--- src/rtl/swc_pck_transfer_output.sv ---
`default_nettype none
// ============================================================================
//  Module      : swc_pck_transfer_output
//  Description : Per-port packet-transfer descriptor buffer. Descriptors from
//                the arbiter are queued in order and presented on the output
//                block's valid/ack interface. Optional drop counter is built
//                when SWC_PTO_DROP_CNT_EN is defined.
//  Revision    : 1.0 - initial release
// ============================================================================
module swc_pck_transfer_output #(
    parameter int unsigned g_page_addr_width    = 10,
    parameter int unsigned g_prio_width         = 3,
    parameter int unsigned g_max_pck_size_width = 14,
    parameter int unsigned g_fifo_depth_log2    = 2
) (
    input  logic                            clk_i,
    input  logic                            rst_n_i,

    input  logic                            ib_transfer_pck_i,
    input  logic [g_page_addr_width-1:0]    ib_pageaddr_i,
    input  logic [g_prio_width-1:0]         ib_prio_i,
    input  logic [g_max_pck_size_width-1:0] ib_pck_size_i,
    output logic                            ib_ready_o,
    output logic                            ib_transfer_ack_o,

    output logic                            pta_transfer_data_valid_o,
    output logic [g_page_addr_width-1:0]    pta_pageaddr_o,
    output logic [g_prio_width-1:0]         pta_prio_o,
    output logic [g_max_pck_size_width-1:0] pta_pck_size_o,
    input  logic                            pta_transfer_data_ack_i,

    output logic [g_fifo_depth_log2:0]      level_o
`ifdef SWC_PTO_DROP_CNT_EN
    ,
    input  logic                            drop_clr_i,
    output logic [15:0]                     drop_cnt_o
`endif
);

    localparam int unsigned DEPTH = 1 << g_fifo_depth_log2;
    localparam int unsigned LW    = g_fifo_depth_log2 + 1;
    localparam int unsigned PW    = g_fifo_depth_log2;
    localparam int unsigned DW    = g_page_addr_width + g_prio_width + g_max_pck_size_width;

    localparam logic [LW-1:0] CAPACITY  = LW'(DEPTH);
    localparam logic [LW-1:0] LEVEL_ONE = LW'(1);
    localparam logic [PW-1:0] PTR_ONE   = PW'(1);

    logic [DW-1:0] mem [DEPTH];
    logic [PW-1:0] wr_ptr;
    logic [PW-1:0] rd_ptr;
    logic [LW-1:0] level;
    logic [DW-1:0] out_desc;
    logic          out_valid;
    logic          ack_pulse;

    logic [DW-1:0] in_desc;
    logic          ready;
    logic          accept;
    logic          pop;
    logic          out_free;
    logic          mem_empty;
    logic          load_head;
    logic          bypass;
    logic          mem_wr;

    assign in_desc = {ib_pageaddr_i, ib_prio_i, ib_pck_size_i};

    // Ready comes from the start-of-cycle level only, so a pop in the same
    // cycle never opens room for a strobe that arrived while full.
    assign ready  = (level < CAPACITY);
    assign accept = ib_transfer_pck_i & ready;
    assign pop    = out_valid & pta_transfer_data_ack_i;

    // The output register is only ever empty while the memory is empty, so
    // the memory holds at most DEPTH-1 entries and equal pointers mean empty.
    assign out_free  = ~out_valid | pop;
    assign mem_empty = (wr_ptr == rd_ptr);
    assign load_head = out_free & ~mem_empty;
    assign bypass    = out_free & mem_empty & accept;
    assign mem_wr    = accept & ~bypass;

    always_ff @(posedge clk_i) begin
        if (mem_wr) begin
            mem[wr_ptr] <= in_desc;
        end
    end

    always_ff @(posedge clk_i or negedge rst_n_i) begin
        if (!rst_n_i) begin
            wr_ptr <= '0;
            rd_ptr <= '0;
        end else begin
            if (mem_wr) begin
                wr_ptr <= wr_ptr + PTR_ONE;
            end
            if (load_head) begin
                rd_ptr <= rd_ptr + PTR_ONE;
            end
        end
    end

    // Head of memory always wins over bypass to keep arrival order.
    always_ff @(posedge clk_i or negedge rst_n_i) begin
        if (!rst_n_i) begin
            out_desc  <= '0;
            out_valid <= 1'b0;
        end else if (load_head) begin
            out_desc  <= mem[rd_ptr];
            out_valid <= 1'b1;
        end else if (bypass) begin
            out_desc  <= in_desc;
            out_valid <= 1'b1;
        end else if (pop) begin
            out_valid <= 1'b0;
        end
    end

    always_ff @(posedge clk_i or negedge rst_n_i) begin
        if (!rst_n_i) begin
            level     <= '0;
            ack_pulse <= 1'b0;
        end else begin
            ack_pulse <= accept;
            unique case ({accept, pop})
                2'b10:   level <= level + LEVEL_ONE;
                2'b01:   level <= level - LEVEL_ONE;
                default: level <= level;
            endcase
        end
    end

`ifdef SWC_PTO_DROP_CNT_EN
    logic [15:0] drop_cnt;
    logic        drop;

    assign drop = ib_transfer_pck_i & ~ready;

    always_ff @(posedge clk_i or negedge rst_n_i) begin
        if (!rst_n_i) begin
            drop_cnt <= '0;
        end else if (drop_clr_i) begin
            drop_cnt <= '0;
        end else if (drop && (drop_cnt != 16'hFFFF)) begin
            drop_cnt <= drop_cnt + 16'd1;
        end
    end

    assign drop_cnt_o = drop_cnt;
`endif

    assign ib_ready_o                = ready;
    assign ib_transfer_ack_o         = ack_pulse;
    assign pta_transfer_data_valid_o = out_valid;
    assign pta_pageaddr_o            = out_desc[DW-1 -: g_page_addr_width];
    assign pta_prio_o                = out_desc[g_max_pck_size_width +: g_prio_width];
    assign pta_pck_size_o            = out_desc[g_max_pck_size_width-1:0];
    assign level_o                   = level;

endmodule

`default_nettype wire

--- config.mk ---
export PLATFORM = sky130hd
export DESIGN_NAME = swc_pck_transfer_output
export DESIGN_NICKNAME = d
export VERILOG_FILES = /design/src/rtl/swc_pck_transfer_output.sv
export SDC_FILE = /design/constraint.sdc
export NUM_CORES = 1
export LEC_CHECK = 0
export CORE_UTILIZATION = 30
export CTS_CLUSTER_DIAMETER = 40
export CTS_CLUSTER_SIZE = 8
export DETAILED_ROUTE_END_ITERATION = 10
export GPL_ROUTABILITY_DRIVEN = 0
export PLACE_DENSITY = 0.48
export SETUP_SLACK_MARGIN = 0.1
export SLEW_MARGIN = 10
export SYNTH_ARGS = -nofsm -noshare
export SYNTH_HDL_FRONTEND = slang
export SYNTH_SLANG_ARGS = --single-unit
--- constraint.sdc ---
create_clock -name clk_i -period 3.5 [get_ports clk_i]
set_input_delay 0.7 -clock clk_i [delete_from_list [all_inputs] [get_ports clk_i]]
set_output_delay 0.7 -clock clk_i [all_outputs]
set_load 0.02 [all_outputs]
==> summary.md <==
| Metric | Value |
|---|---|
| Outcome | `completed` |
| FP Rows | `52` |
| CTS root buf | `clkbuf_16` |
| H-tree Lvls | `4` |
| Multi-input gate area | `roughly 1700 µm²` |
| IO Pins | `64` |
| Crit path kind | `reg2reg` |
| Die height | `~150 µm` |
| Combinational power share | `42.3%` |
| Clock Sinks | `~140` |
| Top post-synthesis cells by area | `edfxtp_1 (53%), dfrtp_1 (15%), mux4_2 (6.9%)` |
| Endpoint class of the critical path | `flop` |
| Area growth syn-to-layout | `24.8%` |
| DR pass1 iterations | `4` |
| Mapped Cells | `345` |
| M3 GR Usage | `between 3 and 4%` |
| Wirelength per Cell | `~20 µm` |
| Worst EP arrival | `2790 ps` |
| Initial antenna violation count | `0` |
| CTS tree | `done` |
| Core ar. | `about 20000 µm²` |
| Commonest cells post-synth | `edfxtp_1 (108), dfrtp_1 (36), inv_1 (35)` |
| Hold/Removal Path Class | `in2async` |
| Worst skew pair latency | `about 410 ps` |
| N_diodes | `0` |
| Post-cts repair resize count | `0` |
| Die footprint | `approximately 21000 µm²` |
| Reg power frac | `approximately 34%` |
| Relative slew slack | `31.0%` |
| Sequential share of the synthesized area | `67.3%` |
| Period utilisation layout | `73.0%` |
| Initial DRC Count | `approximately 230` |
| Syn_area_per_cell | `17.9 µm²` |
| First-pass GRT wire length | `22.3 mm` |
| Startpoint types | `flop` |
| Global Route met1 Usage | `a little under a fifth` |
| # DRC | `0` |
| DP Wirelength | `roughly 8.2 mm` |
| Setup Skew | `slightly above 6 ps` |
| Final setup violating endpoints | `0` |
| Top cell type's share of synthesized area | `about 53%` |
| Fmax | `between 300 and 400 MHz` |
| RSZ-0062 raised after global routing | `false` |
| Slew @ Worst Pin | `approximately 1000 ps` |
| Post-synth EDFFs | `108` |
| CTS Buf Count | `17` |
| Worst vdd ir | `approximately 0.45 mV` |
| Sw Pwr | `0.00271 W` |
| Tmin final | `2560 ps` |
| Setup TNS | `0 ps` |
| R2r setup slk | `between 900 and 1000 ps` |
| Syn. warnings | `0` |
| Final Hold Viols | `0` |
| Clk slew on worst S/H paths | `about 60 ps` |
| PortBufs | `63` |
| Layout cells sized above 1 | `25.5%` |
| Final wirelength | `around 14 mm` |
| R2R depth | `4` |
| GRT Max-Usage Layer | `met2` |
| Seq cells post-synth | `approximately 140` |
| Leakage power | `2.70 nW` |
| Primary FF master, synth | `edfxtp_1` |
| Area after DPL | `around 7100 µm²` |
| Synth unique cells | `29` |
| Final instance area | `7690 µm²` |
| Post-CTS setup buffer count | `0` |
| Pint | `approximately 0.0047 W` |
| Die Wd | `145 µm` |
| Clk pwr share | `24.0%` |
| Final #Nets | `around 460` |
| FF/Latch Area | `4150 µm²` |
| Met2 global-route usage | `a little under a quarter` |
| Critical Path RT | `between 3000 and 4000 ps` |
| GR Overflow Total | `0` |
| Synthesized area | `between 6000 and 7000 µm²` |
| Routed vias/inst | `4.85` |
| PwrDens | `970 nW/µm²` |
| Max Slew Vio Count | `0` |
| Cts hold-fix bufs | `0` |
| Count leader, synth | `edfxtp_1` |
| Reg-to-reg endpoint | `out_desc[3]$_DFFE_PN0P_` |
| Vias | `3401` |
| Max Cap Violations | `0` |
| Gr usage total | `14.3%` |
| Tot Pwr | `between 0.007 and 0.008 W` |
| Asr flop ratio synth | `25.0%` |
| Synth area leader | `edfxtp_1` |
| Vias in the first global route | `around 3700` |
| # fillers | `1902` |
| Initial Util | `30.5%` |
| Syn nets | `~380` |
| Switching portion of total power | `36.3%` |
| Crit-path max FO | `27` |
| Post-route ant nets | `0` |
| Max Root-Sink Buffers | `2` |
| Largest net degree at the start of global routing | `57` |
| Reg2reg start | `rd_ptr[0]$_DFFE_PN0P_` |
==> metrics by stage <==
stage	hold slack [ps]	util [%]	setup WS (ps)	cells
after CTS	468	38.1	866	701
after floorplan	404	-	1220	345
final	441	38.1	943	701
after global routing	502	38.1	773	701
after global placement	489	35.2	727	669
after detailed placement	505	35.2	706	669
==> worst max path at each step <==
stage | end | startpoint
2_1_floorplan | mem[2][10]$_DFFE_PP_ | pta_transfer_data_ack_i
3_3_place_gp | out_desc[8]$_DFFE_PN0P_ | ib_transfer_pck_i
3_5_place_dp | out_desc[7]$_DFFE_PN0P_ | ib_transfer_pck_i
4_1_cts | out_desc[3]$_DFFE_PN0P_ | rd_ptr[0]$_DFFE_PN0P_
5_1_grt | out_desc[3]$_DFFE_PN0P_ | rd_ptr[0]$_DFFE_PN0P_
6_report | out_desc[3]$_DFFE_PN0P_ | rd_ptr[0]$_DFFE_PN0P_
==> power groups by stage <==
stage / Combinational [W] / Sequential (W) / Clock, W
finish: 0.00316 / 0.00251 / 0.00179
global route: 0.00339 / 0.00257 / 0.00190
CTS: 0.00323 / 0.00253 / 0.00183
detailed placement: 0.00321 / 0.00256 / 0
global placement: 0.00319 / 0.00255 / 0
floorplan: 0.00206 / 0.00267 / 0
==> layout make-up <==
class | instances | area share, %
Clock buffer | 27 | 6.67
Clock inverter | 5 | 0.993
Inverter | 35 | 1.71
Multi-Input combinational cell | 139 | 22.4
Sequential cell | 144 | 53.9
Tap cell | 270 | 4.39
Timing Repair Buffer | 81 | 9.90
==> state kept, by name, indices dropped and copies added, names as in the netlist <==
register / flops
mem: 108
out_desc: 27
level_o: 3
rd_ptr: 2
wr_ptr: 2
ib_transfer_ack_o: 1
pta_transfer_data_valid_o: 1
==> critical path, cell delays in order, from the launching register on <==
cell and delay [ps]:
dfrtp_2 740, xnor2_2 180, buf_4 320, a31o_2 890
a221oi_1 240
==> layout by cell type, fill, tap and decap left out, types with 7 or more instances in the layout <==
cell,count
a211oi_1,9
a211oi_2,19
a221oi_1,7
a221oi_2,20
buf_4,18
clkbuf_16,17
clkdlybuf4s50_1,62
dfrtp_1,35
edfxtp_1,108
inv_1,35
mux4_1,8
mux4_2,19
nor3_1,27
==> metal layers <==
layer / routed length, µm / part of all wire, %
met5: 0 / 0
met2: 6850 / 49
met1: 6520 / 46
met3: 464 / 3.3
met4: 198 / 1.4
==> cell families (layout without fill, tap and decap cells) <==
family	after synthesis	count (layout)	share of synthesized area, %
flip-flops	144	144	67.3
buffers and inverters	62	148	5.16
AO/OA/AOI/OAI	58	58	11.1
AND/OR/NAND/NOR	38	38	3.25
multiplexers	29	29	10.7
XOR/XNOR	8	8	1.14
adder cells (fa/ha/maj)	6	6	1.34
No activity file was read; power rests on OpenSTA's default activity.
